<file path="src/rtl/package.sv">
`default_nettype none
// ============================================================================
// project_pkg : shared widths and state encoding for the accumulator slice
// Revision    : 1.0
// ============================================================================
package project_pkg;
    localparam int MSB    = 8;
    localparam int NTERMS = 4;

    typedef enum logic [1:0] {
        IDLE  = 2'd0,
        ACCUM = 2'd1,
        DONE  = 2'd2
    } acc_state_t;
endpackage
`default_nettype wire

</file>
<file path="src/rtl/intf_nbitAdder.sv">
`default_nettype none
// ============================================================================
// intf_nbitAdder : operand/result bundle between the accumulator and its adder
// Revision       : 1.0
// ============================================================================
interface intf_nbitAdder #(
    parameter int MSB = project_pkg::MSB
);
    logic [MSB-1:0] A;
    logic [MSB-1:0] B;
    logic [MSB-1:0] Sum;
    logic           Carry;

    modport dut (input A, input B, output Sum, output Carry);
    modport drv (output A, output B, input Sum, input Carry);
endinterface
`default_nettype wire

</file>
<file path="src/rtl/nbit_accumulator_if.sv">
`default_nettype none
// ============================================================================
// nbit_accumulator_if : term stream in, dot-product result out
// Revision            : 1.0
// ============================================================================
interface nbit_accumulator_if #(
    parameter int MSB = project_pkg::MSB
);
    logic           in_valid;
    logic           in_ready;
    logic [MSB-1:0] in_data;
    logic           out_valid;
    logic           out_ready;
    logic [MSB-1:0] out_sum;
    logic           out_ovf;

    modport master (
        output in_valid, output in_data, output out_ready,
        input  in_ready, input  out_valid, input  out_sum, input out_ovf
    );
    modport slave (
        input  in_valid, input  in_data, input  out_ready,
        output in_ready, output out_valid, output out_sum, output out_ovf
    );
endinterface
`default_nettype wire

</file>
<file path="src/rtl/nbit_adder.sv">
`default_nettype none
// ============================================================================
// nbit_adder : unsigned MSB-bit ripple adder with carry out
// Revision   : 1.0
// ============================================================================
module nbit_adder #(
    parameter int MSB = project_pkg::MSB
) (
    intf_nbitAdder.dut bus
);
    logic [MSB:0] full_sum;

    assign full_sum  = {1'b0, bus.A} + {1'b0, bus.B};
    assign bus.Sum   = full_sum[MSB-1:0];
    assign bus.Carry = full_sum[MSB];
endmodule
`default_nettype wire

</file>
<file path="src/rtl/nbit_accumulator.sv">
`default_nettype none
// ============================================================================
// nbit_accumulator : sums NTERMS streamed terms, emits sum + sticky overflow
// Revision         : 1.0
// ============================================================================
module nbit_accumulator
    import project_pkg::*;
#(
    parameter int MSB    = project_pkg::MSB,
    parameter int NTERMS = project_pkg::NTERMS
) (
    input  wire               clk,
    input  wire               rst_n,
    input  wire               clr,
    nbit_accumulator_if.slave io
);
    localparam int CW = $clog2(NTERMS + 1);

    acc_state_t     state;
    logic [MSB-1:0] acc;
    logic [CW-1:0]  cnt;
    logic           ovf;
    logic           in_ready_q;
    logic           out_valid_q;
    logic           accept;

    intf_nbitAdder #(.MSB(MSB)) add_bus ();

    nbit_adder #(.MSB(MSB)) u_adder (
        .bus (add_bus.dut)
    );

    assign add_bus.A = acc;
    assign add_bus.B = io.in_data;

    assign accept       = io.in_valid && in_ready_q;
    assign io.in_ready  = in_ready_q;
    assign io.out_valid = out_valid_q;
    assign io.out_sum   = acc;
    assign io.out_ovf   = ovf;

    // Handshake flags are kept as their own flops so they never decode from inputs.
    always_ff @(posedge clk or negedge rst_n) begin
        if (!rst_n) begin
            state       <= IDLE;
            acc         <= '0;
            cnt         <= '0;
            ovf         <= 1'b0;
            in_ready_q  <= 1'b1;
            out_valid_q <= 1'b0;
        end else if (clr) begin
            state       <= IDLE;
            acc         <= '0;
            cnt         <= '0;
            ovf         <= 1'b0;
            in_ready_q  <= 1'b1;
            out_valid_q <= 1'b0;
        end else begin
            case (state)
                IDLE, ACCUM: begin
                    if (accept) begin
                        acc <= add_bus.Sum;
                        ovf <= ovf | add_bus.Carry;
                        cnt <= cnt + CW'(1);
                        if (cnt == CW'(NTERMS - 1)) begin
                            state       <= DONE;
                            in_ready_q  <= 1'b0;
                            out_valid_q <= 1'b1;
                        end else begin
                            state       <= ACCUM;
                        end
                    end
                end
                DONE: begin
                    if (io.out_ready) begin
                        state       <= IDLE;
                        acc         <= '0;
                        cnt         <= '0;
                        ovf         <= 1'b0;
                        in_ready_q  <= 1'b1;
                        out_valid_q <= 1'b0;
                    end
                end
                default: begin
                    state       <= IDLE;
                    acc         <= '0;
                    cnt         <= '0;
                    ovf         <= 1'b0;
                    in_ready_q  <= 1'b1;
                    out_valid_q <= 1'b0;
                end
            endcase
        end
    end
endmodule
`default_nettype wire

</file>
<file path="src/flat_wrapper.sv">
// flat-port wrapper written by rule: the top's interface ports become plain ports
module nbit_accumulator_flat import project_pkg::*;
#(
    parameter int MSB    = project_pkg::MSB,
    parameter int NTERMS = project_pkg::NTERMS
)
  (clk, rst_n, clr, io_in_valid, io_in_data, io_out_ready, io_in_ready, io_out_valid, io_out_sum, io_out_ovf);
  nbit_accumulator_if #(.MSB(MSB)) io_i ();
  input  wire clk;
  input  wire rst_n;
  input  wire clr;
  input wire logic [$bits(io_i.in_valid)-1:0] io_in_valid;
  input wire logic [$bits(io_i.in_data)-1:0] io_in_data;
  input wire logic [$bits(io_i.out_ready)-1:0] io_out_ready;
  output wire logic [$bits(io_i.in_ready)-1:0] io_in_ready;
  output wire logic [$bits(io_i.out_valid)-1:0] io_out_valid;
  output wire logic [$bits(io_i.out_sum)-1:0] io_out_sum;
  output wire logic [$bits(io_i.out_ovf)-1:0] io_out_ovf;
  assign io_i.in_valid = io_in_valid;
  assign io_i.in_data = io_in_data;
  assign io_i.out_ready = io_out_ready;
  assign io_in_ready = io_i.in_ready;
  assign io_out_valid = io_i.out_valid;
  assign io_out_sum = io_i.out_sum;
  assign io_out_ovf = io_i.out_ovf;
  nbit_accumulator #(.MSB(MSB), .NTERMS(NTERMS)) u_core (.clk(clk), .rst_n(rst_n), .clr(clr), .io(io_i));
endmodule
</file>
<file path="config.mk">
export PLATFORM = sky130hd
export DESIGN_NAME = nbit_accumulator_flat
export DESIGN_NICKNAME = d
export VERILOG_FILES = /design/src/rtl/package.sv /design/src/rtl/intf_nbitAdder.sv /design/src/rtl/nbit_accumulator_if.sv /design/src/rtl/nbit_adder.sv /design/src/rtl/nbit_accumulator.sv /design/src/flat_wrapper.sv
export SDC_FILE = /design/constraint.sdc
export NUM_CORES = 1
export LEC_CHECK = 0
export ABC_AREA = 0
export ABC_CLOCK_PERIOD_IN_PS = 2100
export BUFFER_PORTS_ARGS = -buffer_cell sky130_fd_sc_hd__buf_2
export CORE_MARGIN = 2
export CORE_UTILIZATION = 46
export DETAILED_ROUTE_END_ITERATION = 16
export GPL_TIMING_DRIVEN = 0
export PLACE_DENSITY = 0.77
export SYNTH_ARGS = -nofsm -noshare
export SYNTH_HDL_FRONTEND = slang
export SYNTH_SLANG_ARGS = --single-unit
</file>
<file path="constraint.sdc">
create_clock -name clk -period 2.1 [get_ports clk]
set_clock_uncertainty 0.2 [all_clocks]
set_input_delay 0.42 -clock clk [delete_from_list [all_inputs] [get_ports clk]]
set_output_delay 0.42 -clock clk [all_outputs]
set_load 0.05 [all_outputs]
</file>
After elaboration in Yosys (flattened, before gate mapping)
Index checks and enable logic that the tools add are counted.
{ "totals": {"register_bits": 16, "inputBits": 13, "output_inout_bits": 11} }
{ "op_classes": {"n_addsub": 2, "eq_ne": 6, "mux": 26, "n_bitwise": 1, "reduce_logical": 5} }
{ "op_table": {"columns": ["operator", "count"], "rows": [
  ["8-bit two-way mux", 3],
  ["8-bit case mux with 2 select lines", 1],
  ["1-bit two-way mux", 10],
  ["8-bit by 8-bit adder with 9-bit output", 1],
  ["3-bit two-way mux", 3],
  ["2-bit two-way mux", 4],
  ["3-bit by 2-bit != test with 1-bit output (second input constant)", 2],
  ["1-bit case mux with 2 select lines", 3],
  ["3-bit case mux with 2 select lines", 1],
  ["2-bit case mux with 2 select lines", 1],
  ["3-bit by 1-bit adder with 3-bit output (second input constant)", 1],
  ["3-bit by 2-bit == test with 1-bit output (second input constant)", 1],
  ["3-bit != test (second input constant)", 1],
  ["3-bit AND reduction", 1],
  ["2-bit by 1-bit == test with 1-bit output (second input constant)", 1],
  ["2-bit == test (second input constant)", 1],
  ["2-bit zero test", 1],
  ["2-bit AND reduction", 1],
  ["2-bit OR reduction", 1],
  ["1-bit logical AND", 1],
  ["1-bit bitwise OR", 1]
]} }

Longest topological paths before layout
Gate-level depths: netlist of run 1.
{ "depth": {"depth_word": 5, "mapped_depth": 6, "ltp_nobuf": 6} }

Hierarchy
A second synthesis of run 1 with hierarchy kept.
{ "hier_totals": {"cells_unflattened": 93, "area_unflattened_um2": 1007.2} }
{ "by_module_without_submodules": {"columns": ["module", "n_inst", "cells_each", "area_per_inst_um2", "seq_area_each_um2"], "rows": [
  ["nbit_accumulator", 1, 51, 683.2, 401.6],
  ["nbit_adder", 1, 42, 324.1, 0.0]
]} }

Least setup slack after synthesis of run 1
Ideal clock, no wire load.
{ "synth_timing": {"path_kind": "flip-flop to flip-flop", "start": "register u_core.acc[0] (netlist: u_core.io.out_sum[0])", "end": "register u_core.ovf (netlist: u_core.io.out_ovf)", "setup_ns": 0.120, "arrival_ns": 2.047, "required_time_ns": 1.780, "slack_ns": -0.268, "path_stages_with_launch": 7, "path_buffers": 0, "synth_period_minus_slack_ns": 2.368, "cell_sequence": "dfrtp_1 ha_1 fa_1 a21o_2 a41oi_1 o21bai_1 a41o_1"} }
{ "synth_between": {"elab_chain_len": 5} }
{ "synth_rtl": {"columns": ["element", "line", "text"], "rows": [
  ["start, declared", "nbit_accumulator.sv:20", "logic [MSB-1:0] acc;"],
  ["start signal, assigned", "nbit_accumulator.sv:62", "acc <= add_bus.Sum;"],
  ["8-bit by 8-bit adder with 9-bit output", "nbit_adder.sv:13", "assign full_sum = {1'b0, bus.A} + {1'b0, bus.B};"],
  ["1-bit bitwise OR", "nbit_accumulator.sv:63", "ovf <= ovf | add_bus.Carry;"],
  ["1-bit two-way mux", "nbit_accumulator.sv:61", "if (accept) begin"],
  ["1-bit case mux with 2 select lines", "nbit_accumulator.sv:59", "case (state)"],
  ["1-bit two-way mux", "nbit_accumulator.sv:51", "end else if (clr) begin"],
  ["end signal, assigned", "nbit_accumulator.sv:63", null],
  ["end, declared", "nbit_accumulator.sv:22", "logic ovf;"]
]} }
Every way passes these cells. The select of a mux whose other input is x is not followed.
A chain may end at the register's enable or synchronous reset.

Worst setup path in the final report of run 1
{ "layout_timing": {"start": "register u_core.acc[0] (netlist: u_core.io.out_sum[0])", "end": "register u_core.acc[6] (netlist: u_core.io.out_sum[6])"} }
{ "layout_between": {"elab_chain_len": 4} }
{ "layout_rtl": {"columns": ["element", "line"], "rows": [
  ["8-bit by 8-bit adder with 9-bit output", "nbit_adder.sv:13"],
  ["8-bit two-way mux", "nbit_accumulator.sv:61"],
  ["8-bit case mux with 2 select lines", "nbit_accumulator.sv:59"],
  ["8-bit two-way mux", "nbit_accumulator.sv:51"]
]} }
Every way passes these cells. The select of a mux whose other input is x is not followed.

==> results_dict.tcl, run 1 <==
set metrics [dict create \
    cts_buffer_depth 2 \
    cts_made_buffers 3 \
    max_cap_violations 0 \
    status "finished, final reports clean" \
    diodes 0 \
    viasPerCell 5.324 \
    rsz0062_at_grt "no" \
    crit_start "u_core.io.out_sum[0]$_DFFE_PN0P_" \
    min_period_over_period_pct 96.44 \
    postRouteWirelength_microns 1925 \
    tightest_slew_ns 0.4661 \
    synth_edf_count 0 \
    crit_arrival_ns 1.98 \
    endpoint "u_core.io.out_sum[6]$_DFFE_PN0P_" \
    cts.sinks 16 \
    io_buffers 23 \
    peakVddDrop_v 0.0004592 \
    path_class "reg2reg" \
    clock_latency_ns 0.28 \
    grt_antenna_before_repair 0 \
    r2r-start "u_core.io.out_sum[0]$_DFFE_PN0P_" \
    synth_top_area_share_pct 40.21 \
    cts-root-buf "clkbuf_4" \
    gp_congestion 0.7384 \
    hp-class "in2reg" \
    max_clock_freq_ghz 0.4938 \
    row_count 16 \
    endpoint_kind "flip-flop" \
    dp_cells 142 \
    crit_path_start_kind "flip-flop" \
    area_growth_pct 26.68 \
    drc 0 \
    synth.distinct_cells 33 \
    vias 788 \
    r2r_end "u_core.io.out_sum[6]$_DFFE_PN0P_" \
    syn-instance-count 92 \
    stdcell_count 148 \
    synth-seq-cells 16 \
    leakage_nw 0.5718 \
    ys_warn_count 0 \
    h-tree-depth 1 \
    die_area_sq_um 2405 \
    start_util_pct 48.07 \
    synth_top_cell_by_area "dfrtp_1" \
    setup_viol 0 \
    grt_pass1_vias 774 \
    reg2regPathDepth 7 \
    drt_iter0_markers 14 \
    ant_nets 0 \
    synth_nets 116 \
    ys_async_sr_fraction_pct 100.0 \
    required_ns 2.06 \
    holdWs_ns 0.1289 \
    netlist_area_sq_um 933.4 \
    rrSetupSlack_ns 0.07 \
    fp.dieW_microns 49.05 \
    ios 24 \
    slew_headroom_pct 68.69 \
    syn_area_per_cell_sq_um 10.15 \
    cp_max_fo 3 \
    drive_above_1_share_pct 36.36 \
    nets 146 \
    grt_pass1_wl_microns 3353 \
    path_clk_slew_ns 0.10 \
    ys.flop_type "dfrtp_1" \
    min_period_ns 2.025 \
    chipHeight_microns 49.05 \
    p_per_area_nw_per_um2 760.5 \
    firstDrtPassIters 4 \
    cts_tree "yes" \
    core_area_sq_um 1942 \
    netlist_top_cells_area "dfrtp_1, ha_1, nand2_1" \
    dpl.hpwl_microns 1445 \
    seq_area_frac_synth_pct 43.03 \
    gr-usage-all-layers_pct 17.87 \
    hold_violations 0 \
    post-route-util_pct 60.89 \
    wl_per_cell_microns 13.01 \
    grt_max_degree 17 \
    maxSlewViolCount 0 \
    overflow 0 \
    fillers 173 \
]
==> final cells by class <==
class	instances	area [sq um]	area share (%)
Timing Repair Buffer	25	132.6	11.22
Tap cell	27	33.78	2.857
Sequential cell	16	406.6	34.39
Multi-Input combinational cell	70	543.0	45.93
Inverter	4	15.01	1.270
Buffer	2	15.01	1.270
Clock buffer	4	36.28	3.069
==> cells in the mapped netlist, types with 2 or more instances <==
master and instances:
or3_1 2, a21oi_1 3, inv_1 4, o21ai_0 8
dfrtp_1 15, ha_1 10, a22o_1 3, xnor2_1 3
nand2_1 13, nand3_1 4, nor2_1 3, a21oi_2 2
o21ai_1 2
==> metal layers <==
| layer | global-route usage, % | routed length, microns |
|---|---|---|
| met1 | 22.33 | 896 |
| met3 | 3.067 | 63 |
| met5 | 0 | 0 |
| met2 | 31.28 | 950 |
| met4 | 5.714 | 14 |
==> power by group <==
group | total [W] | switching (W) | internal (W)
registers | 0.000366 | 0.0000255 | 0.000340
clock network | 0.000205 | 0.0000993 | 0.000105
logic | 0.000329 | 0.000208 | 0.000121
total | 0.000899 | 0.000333 | 0.000566
==> timing repair <==
item	CTS	global route
buffers inserted	0	1
hold endpoints to repair	15	0
gates resized for setup	0	2
hold buffers	1	0
setup endpoints to repair	0	2
==> state kept, by name, indices dropped and copies added, names as in the netlist <==
name                 flops
u_core.io.in_ready       1
u_core.io.out_ovf        1
u_core.state             2
u_core.io.out_valid      1
u_core.cnt               3
u_core.io.out_sum        8
==> per-stage QoR <==
step / total power (W) / setup slack [ns] / cell area, sq um / setup TNS [ns]
after CTS: 0.0008987 / 0.02017 / 1166 / 0
final: 0.0008992 / 0.07470 / 1182 / 0
after floorplan: 0.0006081 / 0.001292 / 970.9 / 0
after detailed placement: 0.0006877 / -0.08556 / 1120 / -0.09538
after global routing: 0.0009565 / 0.01384 / 1182 / 0
after global placement: 0.0006792 / -0.04565 / 1120 / -0.04565
==> how the worst min path moves through the flow <==
stage / start / to / slack (ns) / depth (start not counted)
global placement: rst_n / u_core.io.out_valid$_DFFE_PN0P_ / 0.16 / 1
floorplan: rst_n / u_core.cnt[0]$_DFFE_PN0P_ / -0.08 / 0
detailed placement: rst_n / u_core.io.out_valid$_DFFE_PN0P_ / 0.16 / 1
global route: clr / u_core.state[1]$_DFFE_PN0P_ / 0.13 / 2
finish: clr / u_core.state[1]$_DFFE_PN0P_ / 0.13 / 2
CTS: clr / u_core.state[1]$_DFFE_PN0P_ / 0.12 / 2
==> layout by cell type, fill, tap and decap left out, types with 2 or more instances in the layout <==
cell type / netlist / final
nor2_1: 3 / 3
a21oi_2: 2 / 2
xnor2_1: 3 / 3
dfrtp_1: 15 / 11
dfrtp_2: 0 / 4
ha_1: 10 / 8
a22o_1: 3 / 3
inv_1: 4 / 4
clkbuf_4: 0 / 3
buf_2: 0 / 23
or3_1: 2 / 2
a21oi_1: 3 / 3
o21ai_0: 8 / 8
ha_4: 0 / 2
o21ai_1: 2 / 2
nand3_1: 4 / 4
nand2_1: 13 / 13
==> worst max-delay path, cell delays in order (launching register included) <==
cell and delay (ns):
dfrtp_2 0.44, ha_4 0.17, fa_2 0.34, a21o_2 0.24, a41oi_2 0.19, buf_4 0.14
xnor2_1 0.10, o21ai_0 0.09
==> cells by family (layout without fill, tap and decap cells) <==
logic type / count (synthesis) / after routing / synth area share (%)
flip-flops: 16 / 16 / 43.03
adder cells (fa/ha/maj): 11 / 11 / 15.55
multiplexers: 1 / 1 / 1.206
XOR/XNOR: 4 / 4 / 3.754
buffers and inverters: 6 / 35 / 3.216
AND/OR/NAND/NOR: 25 / 25 / 11.80
AO/OA/AOI/OAI: 29 / 29 / 21.45
(Power assumes the default switching activity.)
==> run 2: changes to the inputs <==
CORE_MARGIN = unset   (was 2)
REMOVE_ABC_BUFFERS = 1   (was unset)
==> run 2 against run 1 <==
Net effect:
- total power shrank 3.3%
- via count up 6.3%
- global-route usage up 2.8 points
- register-to-register slack better by 0.02 ns
- critical path type unchanged
- highest routed layer unchanged
==> results_dict.tcl, run 2 (synthesized netlist as in run 1, its figures left out) <==
set metrics [dict create \
    peakVddDrop_v 0.0004611 \
    crit_arrival_ns 2.00 \
    status "finished, final reports clean" \
    cp_max_fo 4 \
    p_per_area_nw_per_um2 740.6 \
    grtUsageMet3_pct 4.615 \
    dpl.hpwl_microns 1419 \
    endpoint_kind "flip-flop" \
    post-route-util_pct 64.47 \
    max_cap_violations 0 \
    required_ns 2.09 \
    r2r_end "u_core.io.out_sum[5]$_DFFE_PN0P_" \
    area_growth_pct 25.74 \
    grt-busiest-layer "met2" \
    cts-root-buf "clkbuf_4" \
    wl_per_cell_microns 14.13 \
    grt_max_degree 17 \
    hold_violations 0 \
    min_period_over_period_pct 95.62 \
    final_common_cell "buf_2" \
    drc 0 \
    rrSetupSlack_ns 0.09 \
    path_clk_slew_ns 0.09 \
    ant_nets 0 \
    nets 147 \
    core_area_sq_um 1821 \
    crit_start "u_core.io.out_sum[1]$_DFFE_PN0P_" \
    hp-class "in2reg" \
    fp.dieW_microns 47.05 \
    drive_above_1_share_pct 33.61 \
    grt_antenna_before_repair 0 \
    row_count 15 \
    die_area_sq_um 2213 \
    dp_slack_ns -0.2409 \
    h-tree-depth 1 \
    cts_made_buffers 3 \
    final_cell_mix "buf_2, dfrtp_1, nand2_1, o21ai_0, ha_1" \
    postRouteWirelength_microns 2077 \
    io_buffers 23 \
    drt_iter0_markers 25 \
    largest_reg_flops 8 \
    tightest_slew_ns 0.6141 \
    holdPathStages 2 \
    p_total_w 0.0008692 \
    vias 838 \
    clock_latency_ns 0.29 \
    reg2regPathDepth 6 \
    chipHeight_microns 47.05 \
    overflow 0 \
    maxSlewViolCount 0 \
    viasPerCell 5.701 \
    path_class "reg2reg" \
    holdPathEnd "u_core.state[1]$_DFFE_PN0P_" \
    grt_pass1_wl_microns 3139 \
    firstDrtPassIters 4 \
    leakage_nw 0.5778 \
    holdWs_ns 0.1253 \
    cts.sinks 16 \
    diodes 0 \
    ios 24 \
    cts_buffer_depth 2 \
    setup_ws_ns 0.09202 \
    min_period_ns 2.008 \
    max_clock_freq_ghz 0.4980 \
    gr-usage-all-layers_pct 20.63 \
    slew_headroom_pct 58.75 \
    crit_path_start_kind "flip-flop" \
    cts_tree "yes" \
    r2r-start "u_core.io.out_sum[1]$_DFFE_PN0P_" \
    start_util_pct 51.27 \
    met1_usage_pct 26.76 \
    use_met2_pct 33.33 \
    setup_viol 0 \
    worstHoldStart "clr" \
    fin_tns_setup_ns 0 \
    gp_congestion 0.7794 \
    grt_pass1_vias 746 \
]
## run 2: cell count changes in the layout (fill, tap and decap cells not counted)
cell      previous run  this run
a21o_2               1         0
a21o_4               0         1
a221oi_1             0         1
a221oi_2             1         0
buf_4                1         4
buf_6                1         0
clkbuf_8             1         0
dfrtp_1             11        14
dfrtp_2              4         1
## run 2: per-layer routing
| layer | vias to the layer above | share of wire, % |
|---|---|---|
| met4 | 0 | 2.3 |
| met3 | 5 | 5.2 |
| met5 | - | 0 |
| li1 | 399 | - |
| met1 | 401 | 42 |
| met2 | 33 | 50 |
## run 2: worst max path at each step
stage,end,slack (ns),cells past startpoint
2_1_floorplan,u_core.io.out_ovf$_DFFE_PN0P_,-0.27,6
3_3_place_gp,u_core.io.out_ovf$_DFFE_PN0P_,-0.20,7
3_5_place_dp,u_core.io.out_ovf$_DFFE_PN0P_,-0.24,7
4_1_cts,u_core.io.out_sum[5]$_DFFE_PN0P_,0.02,6
5_1_grt,u_core.io.out_sum[7]$_DFFE_PN0P_,-0.02,6
6_report,u_core.io.out_sum[5]$_DFFE_PN0P_,0.09,6
## run 2: layout make-up
type	count	area [sq um]
Fill cell	150	646.9
Multi-Input combinational cell	70	543.0
Sequential cell	16	402.9
Timing Repair Buffer	28	155.1
Tap cell	25	31.28
Clock buffer	4	26.28
Inverter	4	15.01
## run 2: stage by stage
| stage | std cells | instance area (sq um) |
|---|---|---|
| final | 147 | 1174 |
| after global routing | 147 | 1174 |
| after CTS | 144 | 1119 |
| after detailed placement | 138 | 1065 |
| after global placement | 138 | 1065 |
| after floorplan | 90 | 918.4 |
## run 2: timing repair
action / in CTS / in global routing
hold buffers: 1 / 0
endpoints found under the setup margin: 2 / 2
hold endpoints to repair: 15 / 0
setup buffers: 1 / 3
resized for setup: 2 / 5
pin swaps: 1 / 6
## run 2: power breakdown
part	total [W]	leakage [nW]	switching, W	internal (W)
combinational	0.000333	0.353	0.000210	0.000123
clock	0.000172	0.0150	0.0000981	0.0000740
sequential	0.000365	0.210	0.0000257	0.000339
total	0.000869	0.578	0.000334	0.000536
## run 2: worst max-delay path, stage by stage (launching register included)
cell      delay [ns]
dfrtp_2         0.45
ha_1            0.30
nand3_1         0.12
a21boi_1        0.10
o21a_1          0.19
or3_1           0.30
a32o_1          0.24
==> run 3: changes to the inputs <==
RECOVER_POWER = 25   (was unset)
==> run 3 against run 2 <==
Net effect:
- die area did not move
- final cell count unchanged
- combinational power about the same
- global-route usage unchanged
- design area down 0.11%
- total power about the same
- hold slack unchanged
- critical path depth did not move
- flip-flop and latch count stayed put
- register-to-register slack hardly changed
- utilization down 0.069 points
- critical endpoint unchanged
- largest cell class unchanged
- largest power group unchanged
- highest routed layer unchanged
==> results_dict.tcl, run 3 (synthesized netlist as in run 1, its figures left out) <==
set metrics [dict create \
    multiInputGateArea_sq_um 543.0 \
    drc 0 \
    core_area_sq_um 1821 \
    cts_made_buffers 3 \
    endpoint_kind "flip-flop" \
    largest_reg_flops 8 \
    chipHeight_microns 47.05 \
    status "finished, final reports clean" \
    firstDrtPassIters 4 \
    post-route-util_pct 64.40 \
    cp_max_fo 4 \
    wl_per_cell_microns 14.12 \
    start_util_pct 51.27 \
    crit_arrival_ns 2.00 \
    hold_violations 0 \
    path_class "reg2reg" \
    cts-root-buf "clkbuf_4" \
    row_count 15 \
    seq_area_sq_um 402.9 \
    grt_pass1_wl_microns 3139 \
    maxSlewViolCount 0 \
    crit_path_start_kind "flip-flop" \
    clock_latency_ns 0.29 \
    fillers 151 \
    viasPerCell 5.701 \
    required_ns 2.09 \
    p_per_area_nw_per_um2 741.2 \
    grt_pass1_vias 746 \
    ant_nets 0 \
    diodes 0 \
    h-tree-depth 1 \
    postRouteWirelength_microns 2076 \
    dpl.hpwl_microns 1419 \
    ios 24 \
    cts_buffer_depth 2 \
    die_area_sq_um 2213 \
    grt_antenna_before_repair 0 \
    min_period_ns 2.008 \
    vias 838 \
    cts_tree "yes" \
    final_common_cell "buf_2" \
    gp_congestion 0.7794 \
    peakVddDrop_v 0.0004611 \
    setup_viol 0 \
    drt_iter0_markers 25 \
    leakage_nw 0.5751 \
    final_cell_mix "buf_2, dfrtp_1, nand2_1, o21ai_0, ha_1" \
    slew_headroom_pct 43.02 \
    area_growth_pct 25.60 \
    max_clock_freq_ghz 0.4980 \
    cts.sinks 16 \
    overflow 0 \
    grt_max_degree 17 \
    nets 147 \
    drive_above_1_share_pct 32.79 \
    fin_tns_setup_ns 0 \
    p_total_w 0.0008690 \
    hp-class "in2reg" \
    fp.dieW_microns 47.05 \
    min_period_over_period_pct 95.62 \
    io_buffers 23 \
    path_clk_slew_ns 0.09 \
    gr-usage-all-layers_pct 20.63 \
    holdWs_ns 0.1253 \
    max_cap_violations 0 \
    tightest_slew_ns 0.8547 \
]
run 3: cell count changes in the layout (fill, tap and decap cells not counted), sizes merged:
cell and delta:
clkbuf +1, buf -1
run 3: worst paths after layout:
kind                                                        from                               end  slack [ns]  cells after the start
min in group asynchronous                                  rst_n  u_core.io.out_sum[3]$_DFFE_PN0P_        0.54                      2
worst max register to register  u_core.io.out_sum[1]$_DFFE_PN0P_  u_core.io.out_sum[5]$_DFFE_PN0P_        0.09                      6
worst min-delay path                                         clr       u_core.state[1]$_DFFE_PN0P_        0.13                      2
max in group asynchronous                                  rst_n  u_core.io.out_sum[1]$_DFFE_PN0P_        0.59                      2
worst max-delay path            u_core.io.out_sum[1]$_DFFE_PN0P_  u_core.io.out_sum[5]$_DFFE_PN0P_        0.09                      6
worst min register to register       u_core.state[0]$_DFFE_PN0P_       u_core.state[0]$_DFFE_PN0P_        0.29                      2
run 3: layer usage:
layer,up-vias,track usage [%],wire (microns)
li1,399,-,-
met2,33,33.33,1046
met3,5,4.615,109
met1,401,26.76,871
met4,0,8.571,48
met5,-,0,0
run 3: area by class of cell:
class	count	area share, %
well taps	25	2.668
inverters	4	1.281
clock buffers	4	2.241
flip-flops and latches	16	34.37
multi-input cells	70	46.32
repair buffers	28	13.13
run 3: where the power goes:
part / switching [W] / leakage (nW) / total [W] / internal, W
combinational: 0.000210 / 0.350 / 0.000332 / 0.000122
clock: 0.0000981 / 0.0150 / 0.000172 / 0.0000740
sequential: 0.0000257 / 0.210 / 0.000365 / 0.000339
run 3: worst max-delay path, stage by stage (launching register included):
cell and delay [ns]:
dfrtp_2 0.45, ha_1 0.30, nand3_1 0.12, a21boi_1 0.10
o21a_1 0.19, or3_1 0.30, a32o_1 0.24
run 3: stage by stage:
step           instance area, sq um  cells  setup slack (ns)
4_1_cts                        1119    144           0.01592
6_report                       1172    147           0.09202
3_3_place_gp                   1065    138           -0.1997
5_1_grt                        1172    147          -0.02145
3_5_place_dp                   1065    138           -0.2409
2_1_floorplan                 918.4     90           -0.2677
run 3: what timing repair did:
action,CTS,global route
cloned,0,0
setup buffers,1,3
setup endpoints to repair,2,2
endpoints found under the hold margin,15,0
resized for setup,2,5
pin swaps,1,6
hold buffers,1,0
